[src/rtl/frame_sequencer.sv]
// frame_sequencer: sequences one display frame between the 16x16 grid logic
// and the LED streaming controller.
//   clock, reset      : system clock, synchronous active-high reset
//   run               : enables the periodic frame tick
//   step_req          : manual step, rising edge triggers one frame
//   grid_in[255:0]    : grid state (bit n+16*c = row n, column c)
//   led_done          : LED controller finished handshake
//   grid_enable       : one-cycle game-step pulse to the grid logic
//   led_start         : one-cycle start pulse to the LED controller
//   frame_out[255:0]  : latched grid snapshot for the LED controller
//   busy              : sequencer is not idle
//   overrun, timeout  : sticky error flags
//   frame_count[15:0] : completed frames, wrapping
module frame_sequencer #(
   parameter int unsigned TICK_DIV      = 1000,
   parameter int unsigned SETTLE_CYCLES = 1,
   parameter int unsigned DONE_TIMEOUT  = 4096
) (
   input  logic         clock,
   input  logic         reset,
   input  logic         run,
   input  logic         step_req,
   input  logic [255:0] grid_in,
   input  logic         led_done,
   output logic         grid_enable,
   output logic         led_start,
   output logic [255:0] frame_out,
   output logic         busy,
   output logic         overrun,
   output logic         timeout,
   output logic [15:0]  frame_count
);

   localparam int unsigned TW = $clog2(TICK_DIV);
   localparam int unsigned SW = $clog2(SETTLE_CYCLES + 1);
   localparam int unsigned DW = $clog2(DONE_TIMEOUT);

   typedef enum logic [1:0] {IDLE, STEP, SETTLE, WAIT} state_t;

   state_t          state, state_n;
   logic [TW-1:0]   tick_cnt;
   logic [SW-1:0]   settle_cnt, settle_n;
   logic [DW-1:0]   done_cnt, done_n;
   logic            pending, pending_n;
   logic            step_q;
   logic            grid_enable_n, led_start_n, busy_n, overrun_n, timeout_n;
   logic [255:0]    frame_n;
   logic [15:0]     frame_count_n;

   logic tick_c, step_edge_c, trigger_c;

   assign tick_c      = run && (tick_cnt == TW'(TICK_DIV - 1));
   assign step_edge_c = step_req & ~step_q;
   assign trigger_c   = tick_c | step_edge_c;

   // Free-running frame tick, parked at zero while run is low
   always_ff @(posedge clock) begin
      if (reset || !run || tick_c) tick_cnt <= '0;
      else                         tick_cnt <= tick_cnt + TW'(1);
   end

   // Previous step_req sample for edge detection
   always_ff @(posedge clock) begin
      if (reset) step_q <= 1'b0;
      else       step_q <= step_req;
   end

   // State and registered outputs
   always_ff @(posedge clock) begin
      if (reset) begin
         state       <= IDLE;
         settle_cnt  <= '0;
         done_cnt    <= '0;
         pending     <= 1'b0;
         grid_enable <= 1'b0;
         led_start   <= 1'b0;
         frame_out   <= '0;
         busy        <= 1'b0;
         overrun     <= 1'b0;
         timeout     <= 1'b0;
         frame_count <= '0;
      end else begin
         state       <= state_n;
         settle_cnt  <= settle_n;
         done_cnt    <= done_n;
         pending     <= pending_n;
         grid_enable <= grid_enable_n;
         led_start   <= led_start_n;
         frame_out   <= frame_n;
         busy        <= busy_n;
         overrun     <= overrun_n;
         timeout     <= timeout_n;
         frame_count <= frame_count_n;
      end
   end

   // Next-state and next-output logic
   always_comb begin
      state_n       = state;
      settle_n      = settle_cnt;
      done_n        = done_cnt;
      pending_n     = pending;
      grid_enable_n = 1'b0;
      led_start_n   = 1'b0;
      frame_n       = frame_out;
      overrun_n     = overrun;
      timeout_n     = timeout;
      frame_count_n = frame_count;

      case (state)
         IDLE: begin
            if (trigger_c || pending) begin
               state_n       = STEP;
               grid_enable_n = 1'b1;
               pending_n     = 1'b0;
            end
         end
         STEP: begin
            state_n  = SETTLE;
            settle_n = SW'(SETTLE_CYCLES - 1);
         end
         SETTLE: begin
            if (settle_cnt == '0) begin
               state_n     = WAIT;
               frame_n     = grid_in;
               led_start_n = 1'b1;
               done_n      = '0;
            end else begin
               settle_n = settle_cnt - SW'(1);
            end
         end
         WAIT: begin
            // led_start marks the first WAIT cycle, where led_done is ignored
            if (led_start) begin
               done_n = done_cnt + DW'(1);
            end else if (led_done) begin
               state_n       = IDLE;
               frame_count_n = frame_count + 16'd1;
            end else if (done_cnt == DW'(DONE_TIMEOUT - 1)) begin
               state_n   = IDLE;
               timeout_n = 1'b1;
            end else begin
               done_n = done_cnt + DW'(1);
            end
         end
         default: state_n = IDLE;
      endcase

      // Queue at most one frame; a further trigger is dropped and flagged
      if (state != IDLE && trigger_c) begin
         if (!pending) pending_n = 1'b1;
         else          overrun_n = 1'b1;
      end

      busy_n = (state_n != IDLE);
   end

endmodule

[config.mk]
export PLATFORM = sky130hd
export DESIGN_NAME = frame_sequencer
export DESIGN_NICKNAME = d
export VERILOG_FILES = /design/src/rtl/frame_sequencer.sv
export SDC_FILE = /design/constraint.sdc
export NUM_CORES = 1
export LEC_CHECK = 0
export CORE_AREA = 3 3 209 211
export CTS_BUF_LIST = sky130_fd_sc_hd__clkbuf_4 sky130_fd_sc_hd__clkbuf_8
export DETAILED_ROUTE_END_ITERATION = 8
export DIE_AREA = 0 0 212 214
export PLACE_DENSITY = 0.67
export SLEW_MARGIN = 20
export SYNTH_ARGS = -nofsm -noshare
export SYNTH_HDL_FRONTEND = slang
export SYNTH_SLANG_ARGS = --single-unit
export TNS_END_PERCENT = 20
[constraint.sdc]
create_clock -name clock -period 2 [get_ports clock]
set_input_delay 0.3 -clock clock [delete_from_list [all_inputs] [get_ports clock]]
set_output_delay 0.3 -clock clock [all_outputs]
set_load 0.02 [all_outputs]
==> impl_metrics.env, run 1 <==
export IMPL_cp_max_fo=2
export IMPL_total_power_mw=16.6
export IMPL_path_delay_family="buffers and inverters"
export IMPL_tightestPinTransition_ns=0.564
export IMPL_vias=11200
export IMPL_drv_cap=0
export IMPL_hpwl_um=28400
export IMPL_p_int_mw=11.9
export IMPL_worstPathBufferInverterCount=1
export IMPL_synth_commonest_cells="nand2_1 (529), dfxtp_1 (303), a21oi_1 (271), clkbuf_1 (55), nor2_1 (31)"
export IMPL_ir_drop_mv=0.609
export IMPL_synth_cell_types=47
export IMPL_place_area_um2=17100
export IMPL_drtPass1Iterations=5
export IMPL_leakage_nw=6.57
export IMPL_place_worst_setup_slack_ns=0.0196
export IMPL_finalSetupTns_ns=0
export IMPL_cp_slowest_cell="clkdlybuf4s50_1"
export IMPL_synth_seq_cells=303
export IMPL_cts_tree="done"
export IMPL_pin_count=538
export IMPL_p_clk_share_pct=37.4
export IMPL_worstPathRequired_ns=1.70
export IMPL_root_buffer="clkbuf_8"
export IMPL_grt_pass1_wl_um=59800
export IMPL_p_sw_share_pct=28.4
export IMPL_cp_cell_sequence="clkdlybuf4s50_1"
export IMPL_drtIter0Drc=650
export IMPL_syn_avg_cell_area_um2=8.03
export IMPL_ant_nets=0
export IMPL_synthCells=1358
export IMPL_drc_errors=0
export IMPL_drive_above_1_share_pct=8.00
export IMPL_max_slew_margin_rel_pct=62.4
export IMPL_timing_final_ws_setup_ns=0.105
export IMPL_num_rows=75
export IMPL_clk_latency_ns=0.59
export IMPL_numCtsBuffers=52
export IMPL_finalCriticalPeriod_ns=1.89
export IMPL_cts_max_level=2
export IMPL_endpoint_kind="primary output"
export IMPL_routed_via_density=4.51
export IMPL_critPathMaxStageDelay_ns=0.64
export IMPL_multi_input_area_um2=4430
export IMPL_fill_cells=4104
export IMPL_area_growth_pct=67.3
export IMPL_die_x_um=212
export IMPL_synthesis_area_um2=10900
export IMPL_drv_slew=0
export IMPL_ys_warn_count=0
export IMPL_stdcell_count=2478
export IMPL_io_buffers=537
export IMPL_seqPwrFrac_pct=40.8
export IMPL_clock_skew_ns=0.0208
export IMPL_synth_area_leaders="dfxtp_1 (56%), nand2_1 (18%), a21oi_1 (12%)"
export IMPL_setup_viol=0
export IMPL_wl_um=38900
export IMPL_grt_pass1_vias=11100
export IMPL_cts_sinks=303
export IMPL_path_clk_slew_ns=0.06
export IMPL_grt_overflow=0
export IMPL_finalHoldViolCount=0
export IMPL_synth_nets=1622
export IMPL_combPwrFrac_pct=21.8
export IMPL_ctsHoldBuffers=0
export IMPL_critPathLaunchType="flop"
export IMPL_hold_path_class="in2reg"
export IMPL_whs_ns=0.179
export IMPL_synth_edf_count=0
export IMPL_nets=2165
export IMPL_grt_max_degree=110
export IMPL_async_reset_ff_share_pct=0
export IMPL_critical_path_class="reg2out"
export IMPL_synth_ff_type="dfxtp_1"
export IMPL_dp_cells=2386
export IMPL_initial_core_util_pct=26.0
export IMPL_p_per_area_nw_per_um2=911
export IMPL_status="finished clean"
export IMPL_utilization_pct=43.5
export IMPL_postCtsSetupBuffers=0
export IMPL_final_area_um2=18200
export IMPL_antenna_found_initial=2
export IMPL_post_drt_wl_per_cell_um=15.7
export IMPL_fin_crit_sh_pct=94.7
export IMPL_yosysMostFrequentCell="nand2_1"
export IMPL_arrival_ns=1.59
export IMPL_clock_path_buffers=3
export IMPL_synth_top_area_share_pct=55.6
export IMPL_die_area_um2=45400
export IMPL_timing_fmax_mhz=528
export IMPL_rsz0062_at_grt="false"
export IMPL_coreArea_um2=41900
export IMPL_ys_seq_area_share_pct=55.6
export IMPL_synth_largest_area_cell="dfxtp_1"
export IMPL_regArea_um2=6070
export IMPL_switching_power_mw=4.72
export IMPL_gp_congestion=0.834
export IMPL_grt_total_usage_pct=16.3
export IMPL_dieHeight_um=214
## layout by cell type, fill, tap and decap left out, types with 7 or more instances in the layout
master / count
buf_4: 30
clkinv_2: 14
nand2_1: 528
a21oi_1: 271
dlygate4sd2_1: 24
xnor2_1: 8
buf_12: 15
clkbuf_8: 65
nand3_1: 10
inv_1: 10
clkdlybuf4s50_1: 511
nor2_1: 31
dfxtp_1: 303
xor2_1: 7
nand4_1: 10
o31ai_1: 7
clkbuf_4: 7
## power by group through the flow
stage	clock network [mW]	logic (mW)	registers, mW
3_3_place_gp	0	3.62	6.89
3_5_place_dp	0	3.65	6.91
6_report	6.22	3.62	6.78
5_1_grt	6.69	3.91	6.83
4_1_cts	6.45	3.66	6.78
2_1_floorplan	0	1.11	7.44
## routing by layer
layer	GRT usage [%]	wire length, um	part of all wire, %	vias to the layer above
met1	17.8	15100	39	5160
met3	6.20	3880	10	62
met5	0	13	0.033	-
li1	-	-	-	5534
met4	6.14	956	2.5	2
met2	28.5	18900	49	428
## cells by family after synthesis
| group | after synthesis | share of synthesized area, % |
|---|---|---|
| adder cells (fa/ha/maj) | 3 | 0.344 |
| buffers and inverters | 103 | 3.96 |
| flip-flops | 303 | 55.6 |
| multiplexers | 3 | 0.344 |
| AND/OR/NAND/NOR | 634 | 24.2 |
| AO/OA/AOI/OAI | 297 | 14.4 |
| XOR/XNOR | 15 | 1.20 |
## registers in the layout, indices dropped and copies added (netlist names), 2 cells and up
signal,count
frame_count,16
tick_cnt,10
done_cnt,12
state,2
frame_out,256
## worst reg2reg max path, cell delays in order (launching register included)
cell	delay, ns
dfxtp_1	0.35
ha_1	0.25
and3_1	0.23
and4_4	0.25
or4_1	0.51
a21oi_1	0.16
## path summary, 6_finish.rpt
kind / start / end / slack (ns) / cells past startpoint
max reg2reg: done_cnt[0] / done_cnt[3] / 0.18 / 5
min reg2reg: frame_out[237] / frame_out[237] / 0.45 / 2
min: reset / frame_count[6] / 0.18 / 2
max: frame_out[224] / frame_out[224] / 0.11 / 1
## repair_timing
action                                  in CTS  in global routing
endpoints found under the setup margin      24                  1
resized for setup                           24                  1
gates cloned                                 0                  0
## layout make-up
type	instances	share of cell area (%)
diodes	1	0.0137
clock inverters	20	1.25
repair buffers	582	32.2
inverters	10	0.206
multi-input cells	952	24.3
well taps	539	3.70
flip-flops and latches	303	33.2
clock buffers	71	5.12
Power figures use the tool's default switching activity.
==> run 2, diff against run 1 <==
==> config.mk (replaced) <==
export PLATFORM = sky130hd
export DESIGN_NAME = frame_sequencer
export DESIGN_NICKNAME = d
export VERILOG_FILES = /design/src/rtl/frame_sequencer.sv
export SDC_FILE = /design/constraint.sdc
export NUM_CORES = 1
export LEC_CHECK = 0
export CORE_AREA = 3 3 207 209
export CTS_BUF_LIST = sky130_fd_sc_hd__clkbuf_4
export DETAILED_ROUTE_END_ITERATION = 8
export DIE_AREA = 0 0 210 212
export PLACE_DENSITY = 0.7
export SLEW_MARGIN = 20
export SYNTH_ARGS = -nofsm -noshare
export SYNTH_HDL_FRONTEND = slang
export SYNTH_SLANG_ARGS = --single-unit
export TNS_END_PERCENT = 20
==> constraint.sdc (replaced) <==
create_clock -name clock -period 1.7 [get_ports clock]
set_input_delay 0.255 -clock clock [delete_from_list [all_inputs] [get_ports clock]]
set_output_delay 0.255 -clock clock [all_outputs]
set_load 0.02 [all_outputs]
==> run 2 against run 1 <==
Against the previous run:
- total power rose by 13%
- core utilization rose by 3.3 points
- largest power group unchanged
- critical path depth rose by 4
- worst hold slack got worse by 0.091 ns
- clock-buffer cell count rose by 48
==> impl_metrics.env, run 2 (synthesized netlist as in run 1, its figures left out) <==
export IMPL_dieHeight_um=212
export IMPL_seqPwrFrac_pct=42.4
export IMPL_post_drt_wl_per_cell_um=15.9
export IMPL_io_buffers=537
export IMPL_nets=2386
export IMPL_max_slew_margin_rel_pct=69.1
export IMPL_leakage_nw=7.71
export IMPL_postCtsSetupBuffers=0
export IMPL_top_regs="frame_out x256, frame_count x16, done_cnt x12"
export IMPL_ir_drop_mv=0.653
export IMPL_grt_max_degree=95
export IMPL_drv_slew=0
export IMPL_numCtsBuffers=81
export IMPL_p_clk_share_pct=34.3
export IMPL_total_power_mw=18.8
export IMPL_worstPathRequired_ns=2.34
export IMPL_initial_core_util_pct=26.6
export IMPL_r2r_end="done_cnt[3]"
export IMPL_p_int_mw=13.1
export IMPL_grt_overflow=0
export IMPL_area_growth_pct=75.9
export IMPL_cts_sinks=303
export IMPL_crit_reg2reg_launch="done_cnt[1]"
export IMPL_ant_nets=0
export IMPL_pin_count=538
export IMPL_p_sw_share_pct=30.3
export IMPL_clock_skew_ns=0.0556
export IMPL_final_cell_mix="nand2_1 (528), dfxtp_1 (287), a21oi_1 (269)"
export IMPL_cts_tree="done"
export IMPL_clock_path_buffers=3
export IMPL_grt_pass1_wl_um=66100
export IMPL_tightestPinTransition_ns=0.464
export IMPL_drv_cap=0
export IMPL_endpoint_kind="flop"
export IMPL_finalCriticalPeriod_ns=1.67
export IMPL_routed_via_density=4.61
export IMPL_num_rows=74
export IMPL_holdPathStages=3
export IMPL_vias=12500
export IMPL_place_worst_setup_slack_ns=-0.273
export IMPL_hpwl_um=29500
export IMPL_grt_pass1_vias=12700
export IMPL_coreArea_um2=41000
export IMPL_hold_end="frame_out[145]"
export IMPL_timing_final_ws_setup_ns=0.0282
export IMPL_startpoint="done_cnt[1]"
export IMPL_hold_path_class="in2reg"
export IMPL_r2r_slack_ns=0.03
export IMPL_drtPass1Iterations=7
export IMPL_wl_um=43100
export IMPL_clk_latency_ns=0.75
export IMPL_cp_max_fo=7
export IMPL_status="finished clean"
export IMPL_finalSetupTns_ns=0
export IMPL_rsz0062_at_grt="true"
export IMPL_rr_worst_depth=5
export IMPL_fin_crit_sh_pct=98.3
export IMPL_min_from="grid_in[145]"
export IMPL_arrival_ns=2.32
export IMPL_drive_above_1_share_pct=23.7
export IMPL_antenna_found_initial=3
export IMPL_drc_errors=0
export IMPL_gp_congestion=0.843
export IMPL_largest_reg_flops=256
export IMPL_drtIter0Drc=759
export IMPL_timing_fmax_mhz=598
export IMPL_utilization_pct=46.8
export IMPL_root_buffer="clkbuf_4"
export IMPL_critical_path_class="reg2reg"
export IMPL_die_area_um2=44500
export IMPL_switching_power_mw=5.70
export IMPL_die_x_um=210
export IMPL_p_per_area_nw_per_um2=979
export IMPL_combPwrFrac_pct=23.3
export IMPL_finalHoldViolCount=0
export IMPL_largest_register="frame_out"
export IMPL_grt_total_usage_pct=18.3
export IMPL_cts_max_level=3
export IMPL_path_clk_slew_ns=0.06
export IMPL_final_common_cell="nand2_1"
export IMPL_setup_viol=0
export IMPL_critPathLaunchType="flop"
run 2: power by group through the flow:
stage | combinational, mW | sequential [mW] | clock (mW)
2_1_floorplan | 1.31 | 8.75 | 0
3_3_place_gp | 4.40 | 8.10 | 0
3_5_place_dp | 4.43 | 8.12 | 0
4_1_cts | 4.48 | 7.96 | 6.69
5_1_grt | 4.68 | 8.03 | 7.13
6_report | 4.37 | 7.96 | 6.45
run 2: final cells by class:
| type | instances | area, um2 |
|---|---|---|
| flip-flops and latches | 303 | 6090 |
| inverters | 10 | 37.5 |
| well taps | 532 | 666 |
| multi-input cells | 952 | 4460 |
| repair buffers | 774 | 6920 |
| diodes | 9 | 22.5 |
| clock buffers | 119 | 893 |
| clock inverters | 11 | 98.8 |
| fillers | 3859 | 21800 |
run 2: stage by stage:
| stage | hold WS, ns | cells | cell area, um2 |
|---|---|---|---|
| after detailed placement | 0.445 | 2406 | 17400 |
| after CTS | 0.000290 | 2700 | 19700 |
| after global placement | 0.438 | 2406 | 17400 |
| final | 0.0881 | 2710 | 19200 |
| after global routing | -0.0284 | 2709 | 19200 |
| after floorplan | 0.383 | 1358 | 10900 |
run 2: routing by layer:
layer	global-route usage (%)	vias to the layer above	routed length, um
li1	-	6015	-
met1	19.6	5814	16400
met2	32.6	573	21600
met3	7.20	94	3990
met4	6.91	0	1130
met5	0	-	0
run 2: critical path, stage by stage (launching register included):
cell     delay (ns)
dfxtp_2        0.34
ha_4           0.17
and3_4         0.18
and4_4         0.22
or4_4          0.51
a21oi_2        0.14
run 2: how the worst max path moves through the flow:
stage / slack (ns) / cells past startpoint / endpoint
floorplan: -0.009 / 4 / frame_count[13]
global placement: -0.21 / 6 / done_cnt[9]
detailed placement: -0.27 / 6 / done_cnt[4]
CTS: -0.07 / 1 / frame_out[183]
global route: -0.06 / 1 / frame_count[12]
finish: 0.03 / 5 / done_cnt[3]
run 2: repair_timing:
action / CTS / global route
hold buffers: 164 / 1
setup endpoints to repair: 279 / 120
endpoints found under the hold margin: 183 / 1
pin swaps: 1 / 1
gates resized for setup: 968 / 115
